### config.mk
export PLATFORM = sky130hd
export DESIGN_NAME = fma_issue_seq_flat
export DESIGN_NICKNAME = d
export VERILOG_FILES = /design/src/rtl/fma_pkg.sv /design/src/rtl/fma_issue_seq_if.sv /design/src/rtl/fma_result_fifo.sv /design/src/rtl/fma_issue_seq.sv /design/src/flat_wrapper.sv
export SDC_FILE = /design/constraint.sdc
export NUM_CORES = 1
export LEC_CHECK = 0
export BUFFER_PORTS_ARGS = -buffer_cell sky130_fd_sc_hd__buf_2
export CORE_MARGIN = 10
export CORE_UTILIZATION = 45
export CTS_BUF_LIST = sky130_fd_sc_hd__clkbuf_4
export CTS_CLUSTER_SIZE = 28
export DETAILED_ROUTE_END_ITERATION = 10
export GPL_ROUTABILITY_DRIVEN = 0
export PLACE_DENSITY = 0.84
export SLEW_MARGIN = 5
export SYNTH_ARGS = -nofsm -noshare
export SYNTH_HDL_FRONTEND = slang
export SYNTH_SLANG_ARGS = --single-unit
### constraint.sdc
create_clock -name clock -period 5.9 [get_ports clock]
set_input_delay 1.18 -clock clock [delete_from_list [all_inputs] [get_ports clock]]
set_output_delay 1.18 -clock clock [all_outputs]
set_load 0.03 [all_outputs]
### src/rtl/fma_pkg.sv
// fma_pkg: shared definitions for the F32 FMA issue sequencer.
//   FN_*        decode function codes presented on req_fn
//   RM_DYN      instruction rm value selecting the CSR rounding mode
//   REC_ONE_F32 recoded +1.0, used as the multiplicand for FADD/FSUB
//   fma_result_t one FMA result as returned by the pipe {data, flags}
package fma_pkg;

  localparam int unsigned REC_W  = 33;
  localparam int unsigned FLAG_W = 5;
  localparam int unsigned FN_W   = 3;
  localparam int unsigned RM_W   = 3;
  localparam int unsigned OP_W   = 2;

  typedef enum logic [FN_W-1:0] {
    FN_FMADD  = 3'd0,
    FN_FMSUB  = 3'd1,
    FN_FNMSUB = 3'd2,
    FN_FNMADD = 3'd3,
    FN_FADD   = 3'd4,
    FN_FSUB   = 3'd5,
    FN_FMUL   = 3'd6,
    FN_RSVD   = 3'd7
  } fma_fn_e;

  localparam logic [RM_W-1:0]  RM_DYN      = 3'd7;
  localparam logic [REC_W-1:0] REC_ONE_F32 = 33'h080000000;

  typedef struct packed {
    logic [REC_W-1:0]  data;
    logic [FLAG_W-1:0] flags;
  } fma_result_t;

endpackage

### src/rtl/fma_issue_seq_if.sv
// fma_issue_seq_if: request and response channels of the FMA issue sequencer.
//   req_*  : decode -> sequencer, valid/ready, operands and destination tag
//   resp_* : sequencer -> writeback, valid/ready, in-order results and flags
// master = decode/writeback side, slave = the sequencer.
interface fma_issue_seq_if #(
  parameter int unsigned TAG_W = 5
);
  import fma_pkg::*;

  logic              req_valid;
  logic              req_ready;
  logic [FN_W-1:0]   req_fn;
  logic [RM_W-1:0]   req_rm;
  logic [TAG_W-1:0]  req_tag;
  logic [REC_W-1:0]  req_a;
  logic [REC_W-1:0]  req_b;
  logic [REC_W-1:0]  req_c;

  logic              resp_valid;
  logic              resp_ready;
  logic [TAG_W-1:0]  resp_tag;
  logic [REC_W-1:0]  resp_data;
  logic [FLAG_W-1:0] resp_flags;

  modport master (
    output req_valid, req_fn, req_rm, req_tag, req_a, req_b, req_c, resp_ready,
    input  req_ready, resp_valid, resp_tag, resp_data, resp_flags
  );

  modport slave (
    input  req_valid, req_fn, req_rm, req_tag, req_a, req_b, req_c, resp_ready,
    output req_ready, resp_valid, resp_tag, resp_data, resp_flags
  );

endinterface

### src/rtl/fma_result_fifo.sv
// fma_result_fifo: in-order result buffer with wrap-around pointers.
//   clock, reset : clock, synchronous active-high reset
//   wrEn, wrData : tail write (caller guarantees the FIFO is not full)
//   popEn        : head consume (caller qualifies with headValid)
//   headValid    : registered non-empty flag
//   headData     : head entry, read from the storage registers
module fma_result_fifo #(
  parameter int unsigned DEPTH = 4,
  parameter type entry_t = logic
) (
  input  logic   clock,
  input  logic   reset,
  input  logic   wrEn,
  input  entry_t wrData,
  input  logic   popEn,
  output logic   headValid,
  output entry_t headData
);

  localparam int unsigned PTR_W = (DEPTH > 1) ? $clog2(DEPTH) : 1;
  localparam int unsigned CNT_W = $clog2(DEPTH + 1);
  localparam logic [PTR_W-1:0] LAST_PTR = PTR_W'(DEPTH - 1);

  entry_t           mem [DEPTH];
  logic [PTR_W-1:0] wrPtr;
  logic [PTR_W-1:0] rdPtr;
  logic [CNT_W-1:0] count;
  logic [CNT_W-1:0] countNext;
  logic             notEmpty;

  // Pointers wrap at DEPTH, which need not be a power of two.
  function automatic logic [PTR_W-1:0] ptrInc(input logic [PTR_W-1:0] ptr);
    return (ptr == LAST_PTR) ? '0 : ptr + PTR_W'(1);
  endfunction

  // Occupancy; simultaneous write and pop leave it unchanged.
  always_comb begin
    countNext = count;
    case ({wrEn, popEn})
      2'b10:   countNext = count + CNT_W'(1);
      2'b01:   countNext = count - CNT_W'(1);
      default: countNext = count;
    endcase
  end

  // Pointer, count and head-valid registers.
  always_ff @(posedge clock) begin
    if (reset) begin
      wrPtr    <= '0;
      rdPtr    <= '0;
      count    <= '0;
      notEmpty <= 1'b0;
    end else begin
      if (wrEn)  wrPtr <= ptrInc(wrPtr);
      if (popEn) rdPtr <= ptrInc(rdPtr);
      count    <= countNext;
      notEmpty <= (countNext != '0);
    end
  end

  // Storage needs no reset; validity is tracked by the count.
  always_ff @(posedge clock) begin
    if (wrEn) mem[wrPtr] <= wrData;
  end

  assign headValid = notEmpty;
  assign headData  = mem[rdPtr];

endmodule

### src/rtl/fma_issue_seq.sv
// fma_issue_seq: issue sequencer and result buffer for the pipelined F32 FMA.
//   clock, reset          : clock, synchronous active-high reset (shared with the FMA pipe)
//   bus (slave)           : req_* valid/ready request channel, resp_* in-order result channel
//   frm                   : CSR dynamic rounding mode
//   pipe_validin/op/a/b/c/rm : issue to the two-cycle no-stall FMA pipe (combinational)
//   pipe_out, pipe_flags  : FMA result, valid two cycles after issue
//   fflags_clr, fflags    : sticky exception flags accumulated at retire
module fma_issue_seq
  import fma_pkg::*;
#(
  parameter int unsigned RES_DEPTH = 4,
  parameter int unsigned TAG_W     = 5
) (
  input  logic              clock,
  input  logic              reset,
  fma_issue_seq_if.slave    bus,
  input  logic [RM_W-1:0]   frm,
  output logic              pipe_validin,
  output logic [OP_W-1:0]   pipe_op,
  output logic [REC_W-1:0]  pipe_a,
  output logic [REC_W-1:0]  pipe_b,
  output logic [REC_W-1:0]  pipe_c,
  output logic [RM_W-1:0]   pipe_rm,
  input  logic [REC_W-1:0]  pipe_out,
  input  logic [FLAG_W-1:0] pipe_flags,
  input  logic              fflags_clr,
  output logic [FLAG_W-1:0] fflags
);

  localparam int unsigned CNT_W = $clog2(RES_DEPTH + 1);
  localparam logic [CNT_W-1:0] DEPTH_CNT = CNT_W'(RES_DEPTH);

  typedef struct packed {
    logic [TAG_W-1:0] tag;
    fma_result_t      res;
  } entry_t;

  logic             reqReady;
  logic             fire;
  logic             pop;
  logic [CNT_W-1:0] used;
  logic [CNT_W-1:0] usedNext;
  logic             stg0Valid;
  logic             stg1Valid;
  logic [TAG_W-1:0] stg0Tag;
  logic [TAG_W-1:0] stg1Tag;
  entry_t           wrEntry;
  entry_t           head;
  logic             headValid;

  assign fire          = bus.req_valid && reqReady;
  assign pop           = headValid && bus.resp_ready;
  assign bus.req_ready = reqReady;

  // Map decode functions onto the FMA datapath and resolve the rounding mode.
  always_comb begin
    pipe_validin = fire;
    pipe_op      = 2'd0;
    pipe_a       = bus.req_a;
    pipe_b       = bus.req_b;
    pipe_c       = bus.req_c;
    pipe_rm      = (bus.req_rm == RM_DYN) ? frm : bus.req_rm;
    case (bus.req_fn)
      FN_FMADD, FN_FMSUB, FN_FNMSUB, FN_FNMADD: begin
        pipe_op = bus.req_fn[1:0];
      end
      FN_FADD, FN_FSUB: begin
        // a*1.0 +/- b
        pipe_op = (bus.req_fn == FN_FSUB) ? 2'd1 : 2'd0;
        pipe_b  = REC_ONE_F32;
        pipe_c  = bus.req_b;
      end
      FN_FMUL: begin
        // Zero addend carries the product sign so exact-zero products keep it.
        pipe_c = {bus.req_a[REC_W-1] ^ bus.req_b[REC_W-1], (REC_W-1)'(0)};
      end
      default: begin
        pipe_op = 2'd0;
      end
    endcase
  end

  // Destination tags travel alongside the two pipe stages.
  always_ff @(posedge clock) begin
    if (reset) begin
      stg0Valid <= 1'b0;
      stg1Valid <= 1'b0;
      stg0Tag   <= '0;
      stg1Tag   <= '0;
    end else begin
      stg0Valid <= fire;
      stg0Tag   <= bus.req_tag;
      stg1Valid <= stg0Valid;
      stg1Tag   <= stg0Tag;
    end
  end

  // Credit counter: every issued op already owns a FIFO slot.
  always_comb begin
    usedNext = used;
    case ({fire, pop})
      2'b10:   usedNext = used + CNT_W'(1);
      2'b01:   usedNext = used - CNT_W'(1);
      default: usedNext = used;
    endcase
  end

  always_ff @(posedge clock) begin
    if (reset) begin
      used     <= '0;
      reqReady <= 1'b1;
    end else begin
      used     <= usedNext;
      reqReady <= (usedNext < DEPTH_CNT);
    end
  end

  assign wrEntry.tag       = stg1Tag;
  assign wrEntry.res.data  = pipe_out;
  assign wrEntry.res.flags = pipe_flags;

  fma_result_fifo #(
    .DEPTH   (RES_DEPTH),
    .entry_t (entry_t)
  ) u_fifo (
    .clock     (clock),
    .reset     (reset),
    .wrEn      (stg1Valid),
    .wrData    (wrEntry),
    .popEn     (pop),
    .headValid (headValid),
    .headData  (head)
  );

  assign bus.resp_valid = headValid;
  assign bus.resp_tag   = head.tag;
  assign bus.resp_data  = head.res.data;
  assign bus.resp_flags = head.res.flags;

  // Sticky flags accumulate in retire order; a clear coinciding with a pop keeps the popped flags.
  always_ff @(posedge clock) begin
    if (reset) begin
      fflags <= '0;
    end else if (pop) begin
      fflags <= (fflags_clr ? '0 : fflags) | head.res.flags;
    end else if (fflags_clr) begin
      fflags <= '0;
    end
  end

endmodule

### src/flat_wrapper.sv
// flat-port wrapper written by rule: the top's interface ports become plain ports
module fma_issue_seq_flat import fma_pkg::*;
#(
  parameter int unsigned RES_DEPTH = 4,
  parameter int unsigned TAG_W     = 5
)
  (clock, reset, frm, pipe_validin, pipe_op, pipe_a, pipe_b, pipe_c, pipe_rm, pipe_out, pipe_flags, fflags_clr, fflags, bus_req_valid, bus_req_fn, bus_req_rm, bus_req_tag, bus_req_a, bus_req_b, bus_req_c, bus_resp_ready, bus_req_ready, bus_resp_valid, bus_resp_tag, bus_resp_data, bus_resp_flags);
  fma_issue_seq_if #(.TAG_W(TAG_W)) bus_i ();
  input  logic clock;
  input  logic reset;
  input  logic [RM_W-1:0] frm;
  output logic pipe_validin;
  output logic [OP_W-1:0] pipe_op;
  output logic [REC_W-1:0] pipe_a;
  output logic [REC_W-1:0] pipe_b;
  output logic [REC_W-1:0] pipe_c;
  output logic [RM_W-1:0] pipe_rm;
  input  logic [REC_W-1:0] pipe_out;
  input  logic [FLAG_W-1:0] pipe_flags;
  input  logic fflags_clr;
  output logic [FLAG_W-1:0] fflags;
  input wire logic [$bits(bus_i.req_valid)-1:0] bus_req_valid;
  input wire logic [$bits(bus_i.req_fn)-1:0] bus_req_fn;
  input wire logic [$bits(bus_i.req_rm)-1:0] bus_req_rm;
  input wire logic [$bits(bus_i.req_tag)-1:0] bus_req_tag;
  input wire logic [$bits(bus_i.req_a)-1:0] bus_req_a;
  input wire logic [$bits(bus_i.req_b)-1:0] bus_req_b;
  input wire logic [$bits(bus_i.req_c)-1:0] bus_req_c;
  input wire logic [$bits(bus_i.resp_ready)-1:0] bus_resp_ready;
  output wire logic [$bits(bus_i.req_ready)-1:0] bus_req_ready;
  output wire logic [$bits(bus_i.resp_valid)-1:0] bus_resp_valid;
  output wire logic [$bits(bus_i.resp_tag)-1:0] bus_resp_tag;
  output wire logic [$bits(bus_i.resp_data)-1:0] bus_resp_data;
  output wire logic [$bits(bus_i.resp_flags)-1:0] bus_resp_flags;
  assign bus_i.req_valid = bus_req_valid;
  assign bus_i.req_fn = bus_req_fn;
  assign bus_i.req_rm = bus_req_rm;
  assign bus_i.req_tag = bus_req_tag;
  assign bus_i.req_a = bus_req_a;
  assign bus_i.req_b = bus_req_b;
  assign bus_i.req_c = bus_req_c;
  assign bus_i.resp_ready = bus_resp_ready;
  assign bus_req_ready = bus_i.req_ready;
  assign bus_resp_valid = bus_i.resp_valid;
  assign bus_resp_tag = bus_i.resp_tag;
  assign bus_resp_data = bus_i.resp_data;
  assign bus_resp_flags = bus_i.resp_flags;
  fma_issue_seq #(.RES_DEPTH(RES_DEPTH), .TAG_W(TAG_W)) u_core (.clock(clock), .reset(reset), .bus(bus_i), .frm(frm), .pipe_validin(pipe_validin), .pipe_op(pipe_op), .pipe_a(pipe_a), .pipe_b(pipe_b), .pipe_c(pipe_c), .pipe_rm(pipe_rm), .pipe_out(pipe_out), .pipe_flags(pipe_flags), .fflags_clr(fflags_clr), .fflags(fflags));
endmodule
==> impl_metrics.toml, run 1 <==
[routing]
routedWlPerCell_um = 21.0
dr.pass1.iters = 6
num_vias = 5017
ant_nets = 0
drc = 0
drtIter0Drc = 223
via_per_inst = 5.15
wl_mm = 20.5

[worst_setup_path]
cpPeakStageDelay_ps = 1020
cp-end-kind = "primary output"
crit_required_ps = 4720
worst-path-buf-inv = 2
crit_path_max_fanout = 32
start_kind = "primary input"
crit_path_frequent_cell = "buf_2"
cp_slowest_cell = "nor2b_2"
cp_cell_sequence = "buf_2 -> nor2b_2 -> a22o_1 -> buf_2"
cp_data_arrival_time_ps = 2850
critPathKind = "in2out"
critPathTopFamily = "simple AND/OR/NAND/NOR gates"

[power_and_ir_drop]
power_uw = 3360
worst_ir_drop_vdd_mv = 0.138
power_density_nw_per_um2 = 332
power_leakage_uw = 0.00398

[die]
placementRows = 49
core_um2 = 18100
die_h_um = 156
pin_count = 311
die_area_um2 = 24300
initial_utilization = 0.459
fp.dieW_um = 156

[timing]
worst_pin_slew_ps = 1270
fin_crit_ps = 4040
finalSetupViolations = 0
max_freq_ghz = 0.248
hold_viol = 0
max-slew-margin-rel = 0.148
fin_ws_ps = 1870
min_period_over_period = 0.684
tns_ps = 0
finalMaxSlewViolations = 0
clock_skew_ps = 16.7
rsz0062_at_grt = "false"

[cts]
cts-root-buf = "clkbuf_4"
cts-buffers-inserted = 47
worstSkewPairLatency_ps = 600
postCtsSetupRepairBufs = 0
ctsHoldBuffers = 0
path_clk_slew_ps = 60
cts_resized = 0
cts.sinks = 203
tritoncts = "built"
clockBufferDepth = 3
htreeDepth = 2

[logic_synthesis]
synthTopCellsByCount = "172 x edfxtp_1, 37 x and2_1, 34 x buf_4"
ys_ff_latch = 203
yosysSeqAreaShare = 0.697
synth.net_count = 627
synth_area_um2 = 8310
synthCells = 462
synth_top_area_share = 0.622
synth.most_common_cell = "edfxtp_1"
synth_area_leaders = "edfxtp_1 62%, mux4_2 8.9%, dfxtp_1 7.5%, a22o_1 3.4%, mux4_1 3.2%"
synthDistinctLibCells = 34
synth.avg_cell_area_um2 = 18.0
synth_top_cell_by_area = "edfxtp_1"
yosys_warnings = 0
synth_edf_count = 172
async_flop_share = 0
ys.flop_type = "edfxtp_1"

[placed_design]
placed_area_um2 = 9470
hpwl_mm = 14.9
dp.cells = 885
numPortBuffers = 246
pre_cts_ws_ps = 1870

[global_route]
track_usage = 0.166
grt-ovfl-total = 0
grt_max_degree = 44
grt_pass1_wl_mm = 31.3
antenna_found_initial = 2
grt_pass1_vias = 5660

[run]
maxCapViolCount = 0

[min_path]
min-delay-path-class = "reg2reg"

[finish]
design_area_um2 = 10100
drive_above_1_share = 0.497
areaGrowthSynthToFinish_pct = 21.8
fin_cells = 974
finish.net_count = 870

[outcome]
status = "finished, final reports clean"
[per-stage QoR]
stage / hold slack, ps / util
after detailed placement: 435 / 0.524
after CTS: 450 / 0.559
after global placement: 419 / 0.524
after global routing: 465 / 0.559
final: 449 / 0.559
after floorplan: 414 / -
[layer usage]
layer / share of wire / GRT usage / wire length [um] / vias to the layer above
li1: - / - / - / 2294
met2: 0.55 / 0.310 / 11300 / 233
met4: 0.026 / 0.0643 / 536 / 0
met1: 0.34 / 0.164 / 7000 / 2444
met5: 0 / 0 / 0 / -
met3: 0.082 / 0.0609 / 1670 / 46
[path summary, 6_finish.rpt]
| kind | startpoint | cells after the start | end | slack [ps] |
|---|---|---|---|---|
| max | bus_req_fn[2] | 4 | pipe_c[3] | 1870 |
| min | u_core.stg0Tag[2]$_SDFF_PP0_ | 1 | u_core.stg1Tag[2]$_SDFF_PP0_ | 450 |
| max reg2reg | u_core.u_fifo.headValid$_SDFF_PP0_ | 6 | u_core.bus.req_ready$_SDFF_PP1_ | 3780 |
| min reg2reg | u_core.stg0Tag[2]$_SDFF_PP0_ | 1 | u_core.stg1Tag[2]$_SDFF_PP0_ | 450 |
[cells in the final DEF (no fill, tap or decap), drive strengths merged]
| master | instances |
|---|---|
| a22o | 32 |
| o211ai | 1 |
| bufinv | 1 |
| diode | 2 |
| and3b | 1 |
| clkbuf | 76 |
| buf | 251 |
| nand2b | 3 |
| dfxtp | 31 |
| nor3b | 1 |
| nand3 | 1 |
| nor2 | 17 |
| nand2 | 6 |
| xnor2 | 2 |
| o21a | 3 |
| mux4 | 43 |
| clkinv | 9 |
| mux2i | 6 |
| a21boi | 1 |
| o21ai | 3 |
| ha | 7 |
| xor2 | 2 |
| a21oi | 7 |
| a211oi | 1 |
| fa | 2 |
| a21o | 2 |
| inv | 5 |
| or3 | 1 |
| and2 | 37 |
| edfxtp | 172 |
| nor2b | 18 |
| or4 | 1 |
[kinds of logic (layout without fill, tap and decap cells)]
| logic type | Yosys count | in the layout | share of synthesized area |
|---|---|---|---|
| compound gates | 50 | 50 | 0.0470 |
| xor+xnor | 4 | 4 | 0.00422 |
| fa+ha+maj | 9 | 9 | 0.0154 |
| buf+inv | 61 | 342 | 0.0502 |
| flops | 203 | 203 | 0.697 |
| mux | 49 | 49 | 0.128 |
| other cells | 0 | 2 | 0 |
| simple gates | 86 | 86 | 0.0583 |
[flip-flops by register name, summed over array words and instances, names as in the netlist, named ones only]
name                     count
u_core.u_fifo.mem          172
u_core.u_fifo.headValid      1
u_core.u_fifo.rdPtr          2
u_core.stg0Valid             1
u_core.stg1Tag               5
u_core.bus.req_ready         1
u_core.used                  2
u_core.u_fifo.wrPtr          2
u_core.stg1Valid             1
u_core.u_fifo.count          3
u_core.stg0Tag               5
u_core.fflags                5
[power by group]
group	total, uW	internal, uW	switching, uW
Sequential	1650	1600	54.0
Clock	1140	627	510
Combinational	573	225	347
[final cells by class]
class / instances / area, um^2
inverter: 4 / 15.0
clock buffer: 76 / 571
antenna: 2 / 5.00
multi-input combinational: 198 / 2110
clock inverter: 11 / 67.6
fill: 1394 / 7970
tap: 229 / 287
timing repair buffer: 251 / 1270
sequential: 203 / 5790
Power figures use the tool's default switching activity.
==> inputs of run 2 (changes only) <==
==> constraint.sdc (replaced) <==
create_clock -name clock -period 3.86 [get_ports clock]
set_input_delay 0.772 -clock clock [delete_from_list [all_inputs] [get_ports clock]]
set_output_delay 0.772 -clock clock [all_outputs]
set_load 0.03 [all_outputs]
==> run 2 against run 1 <==
Net effect:
- clock power grew 51%
- routed wire length shrank 5.4%
- highest routed layer unchanged
- core utilization grew 0.21 points
- sequential share of layout area fell by 0.21 points
- critical path type is now reg2out
- critical path depth fell by 1
- sequential power increased by 53%
- critical endpoint is now bus_resp_data[31]
- flip-flop and latch count is the same
- clock skew grew 7.4 ps
==> impl_metrics.toml, run 2 (synthesis results as in run 1) <==
[finish]
mostFrequentLayoutCells = "246 x buf_2, 172 x edfxtp_1, 76 x clkbuf_4, 33 x and2_1, 33 x mux4_2"
mostFrequentLayoutCell = "buf_2"
antennaDiodeCount = 0
areaGrowthSynthToFinish_pct = 22.2
drive_above_1_share = 0.497
largest_reg_flops = 172
finish.net_count = 876
regMostFlops = "u_core.u_fifo.mem"

[placed_design]
hpwl_mm = 14.3
pre_cts_ws_ps = 937
numPortBuffers = 246

[min_path]
holdPathStages = 1
min-delay-path-class = "in2reg"

[run]
maxCapViolCount = 0

[worst_setup_path]
cp-end-kind = "primary output"
reg2reg_depth = 6
start_kind = "flip-flop"
crit_required_ps = 3090
critPathKind = "reg2out"
cp_data_arrival_time_ps = 2450
crit_path_max_fanout = 36

[global_route]
grt_pass1_wl_mm = 29.9
track_usage = 0.158
met3_usage = 0.0601
grt_pass1_vias = 5509
met2_usage = 0.285
met1_usage = 0.162
top_usage_layer = "met2"
grt_max_degree = 37
antenna_found_initial = 0
grt-ovfl-total = 0

[timing]
rsz0062_at_grt = "false"
hold_viol = 0
finalSetupViolations = 0
max_freq_ghz = 0.311
max-slew-margin-rel = 0.394
worst_pin_slew_ps = 909
tns_ps = 0
clock_skew_ps = 24.2
fin_ws_ps = 640
min_period_over_period = 0.834
finalMaxSlewViolations = 0
fin_crit_ps = 3220

[cts]
cts-buffers-inserted = 49
clockBufferDepth = 3
ctsHoldBuffers = 0
path_clk_slew_ps = 70
postCtsSetupRepairBufs = 0
tritoncts = "built"
cts-root-buf = "clkbuf_4"
cts_resized = 0
cts.sinks = 203
htreeDepth = 2
worstSkewPairLatency_ps = 610

[power_and_ir_drop]
power_density_nw_per_um2 = 504
power_leakage_uw = 0.00400
power_uw = 5120
worst_ir_drop_vdd_mv = 0.185

[die]
die_h_um = 156
placementRows = 49
core_um2 = 18100
die_area_um2 = 24300
pin_count = 311
initial_utilization = 0.459
fp.dieW_um = 156

[routing]
ant_nets = 0
via_per_inst = 5.10
routedWlPerCell_um = 19.8
dr.pass1.iters = 5
drtIter0Drc = 187
wl_mm = 19.4
drc = 0
num_vias = 4994

[outcome]
status = "finished, final reports clean"
## run 2: per-layer routing
metal / part of all wire / wire length [um] / vias to the layer above
met2: 0.54 / 10500 / 217
met4: 0.022 / 433 / 0
met3: 0.080 / 1550 / 41
li1: - / - / 2306
met5: 0 / 0 / -
met1: 0.36 / 6920 / 2430
## run 2: layout make-up
type	count	area (um^2)
flip-flops and latches	203	5790
multi-input cells	198	2110
repair buffers	255	1300
inverters	4	15.0
clock inverters	14	80.1
well taps	229	287
clock buffers	76	571
fillers	1396	7930
## run 2: metrics by stage
stage          hold WS (ps)   util  cells  area (um^2)
3_3_place_gp            421  0.525    889         9500
2_1_floorplan           414      -    462         8310
6_report                377  0.561    979        10200
3_5_place_dp            424  0.525    889         9500
5_1_grt                 314  0.561    979        10200
4_1_cts                 307  0.561    979        10200
## run 2: final timing paths
path / from / endpoint / slack (ps)
worst min register to register: u_core.stg0Valid$_SDFF_PP0_ / u_core.stg1Valid$_SDFF_PP0_ / 440
worst min-delay path: pipe_out[15] / u_core.u_fifo.mem[0][20]$_DFFE_PP_ / 380
worst max-delay path: flip-flop / bus_resp_data[31] / 640
worst max register to register: u_core.u_fifo.headValid$_SDFF_PP0_ / u_core.bus.req_ready$_SDFF_PP1_ / 1790
## run 2: report_power, final
| group | internal, uW | total [uW] | switching [uW] |
|---|---|---|---|
| sequential | 2440 | 2520 | 73.7 |
| clock | 963 | 1720 | 754 |
| combinational | 347 | 881 | 534 |
## run 2: critical path, stage by stage (launching register included)
cell,delay (ps)
dfxtp_4,800
buf_4,330
mux4_2,510
buf_2,190
==> inputs of run 3 (changes only) <==
==> constraint.sdc (replaced) <==
create_clock -name clock -period 3.3 [get_ports clock]
set_input_delay 0.66 -clock clock [delete_from_list [all_inputs] [get_ports clock]]
set_output_delay 0.66 -clock clock [all_outputs]
set_load 0.03 [all_outputs]
==> run 3 against run 2 <==
Net effect:
- core utilization hardly changed
- sequential share of layout area hardly changed
- global-route usage is 0.50 points higher
- die area stayed put
- largest cell class unchanged
==> impl_metrics.toml, run 3 (synthesis results as in run 1) <==
[routing]
via_per_inst = 5.15
dr.pass1.iters = 4
drc = 0
ant_nets = 0
wl_mm = 19.8
drtIter0Drc = 180
num_vias = 5044
routedWlPerCell_um = 20.3

[global_route]
antenna_found_initial = 0
grt_max_degree = 38
grt_pass1_vias = 5704
grt_pass1_wl_mm = 30.7
grt-ovfl-total = 0
track_usage = 0.163

[cts]
path_clk_slew_ps = 60
tritoncts = "built"
ctsHoldBuffers = 0
cts_resized = 0
cts-root-buf = "clkbuf_4"
cts-buffers-inserted = 47
worstSkewPairLatency_ps = 600
cts.sinks = 203
htreeDepth = 2
clockBufferDepth = 3
postCtsSetupRepairBufs = 0

[worst_setup_path]
cp-end-kind = "primary output"
start_kind = "flip-flop"
crit_required_ps = 2640
critPathKind = "reg2out"
crit_path_max_fanout = 23
cp_data_arrival_time_ps = 2280
reg2reg_from = "u_core.u_fifo.headValid$_SDFF_PP0_"

[die]
die_area_um2 = 24300
die_h_um = 156
pin_count = 311
core_um2 = 18100
placementRows = 49
initial_utilization = 0.459
fp.dieW_um = 156

[timing]
max-slew-margin-rel = 0.553
hold_viol = 0
rsz0062_at_grt = "false"
fin_crit_ps = 2940
worst_pin_slew_ps = 670
finalMaxSlewViolations = 0
max_freq_ghz = 0.340
fin_ws_ps = 357
finalSetupViolations = 0
tns_ps = 0
min_period_over_period = 0.892
clock_skew_ps = 27.0

[power_and_ir_drop]
power_leakage_uw = 0.00400
power_density_nw_per_um2 = 576
worst_ir_drop_vdd_mv = 0.204
power_uw = 5850

[placed_design]
pre_cts_ws_ps = 797
numPortBuffers = 246
hpwl_mm = 14.9

[min_path]
worstHoldStart = "pipe_out[14]"
min-delay-path-class = "in2reg"

[finish]
mostFrequentLayoutCells = "246 x buf_2, 172 x edfxtp_1, 67 x clkbuf_4, 33 x and2_1, 33 x mux4_2"
largest_reg_flops = 172
areaGrowthSynthToFinish_pct = 22.3
finish.net_count = 878
mostFrequentLayoutCell = "buf_2"
regMostFlops = "u_core.u_fifo.mem"
fillers = 1365
seqCellArea_um2 = 5790
drive_above_1_share = 0.499
antennaDiodeCount = 0
multi_input_area_um2 = 2110

[run]
maxCapViolCount = 0

[outcome]
status = "finished, final reports clean"
run 3: path summary, 6_finish.rpt:
path                                        end  slack [ps]  cells after the start
max                            bus_resp_data[4]         360                      3
min          u_core.u_fifo.mem[1][19]$_DFFE_PP_         270                      1
max reg2reg     u_core.bus.req_ready$_SDFF_PP1_        1240                      6
min reg2reg        u_core.stg1Tag[2]$_SDFF_PP0_         430                      1
run 3: worst max-delay path, cell delays in order, from the launching register on:
cell,delay [ps]
dfxtp_4,620
buf_12,280
mux4_1,590
buf_2,200
run 3: cell type report:
class                      instances  share of cell area
clock inverter                    19             0.00825
multi-input combinational        198               0.208
timing repair buffer             259               0.135
sequential                       203               0.570
clock buffer                      67              0.0495
inverter                           4             0.00148
tap                              229              0.0282
run 3: metal layers:
metal  up-vias  GRT usage  routed length, um  share of wire
li1       2314          -                  -              -
met1      2440      0.160               6740           0.34
met2       244      0.296              10600           0.54
met3        46     0.0706               1880          0.095
met4         0     0.0616                571          0.029
met5         -          0                  0              0
run 3: report_power, final:
group / switching, uW / internal [uW]
clock network: 904 / 949
logic: 652 / 416
registers: 69.0 / 2860
total: 1620 / 4220
run 3: per-stage QoR:
step / cell area (um^2) / cells / hold slack [ps] / utilization
4_1_cts: 10200 / 979 / 210 / 0.562
5_1_grt: 10200 / 979 / 197 / 0.562
6_report: 10200 / 979 / 273 / 0.562
2_1_floorplan: 8310 / 462 / 414 / -
3_3_place_gp: 9570 / 893 / 417 / 0.529
3_5_place_dp: 9570 / 893 / 420 / 0.529
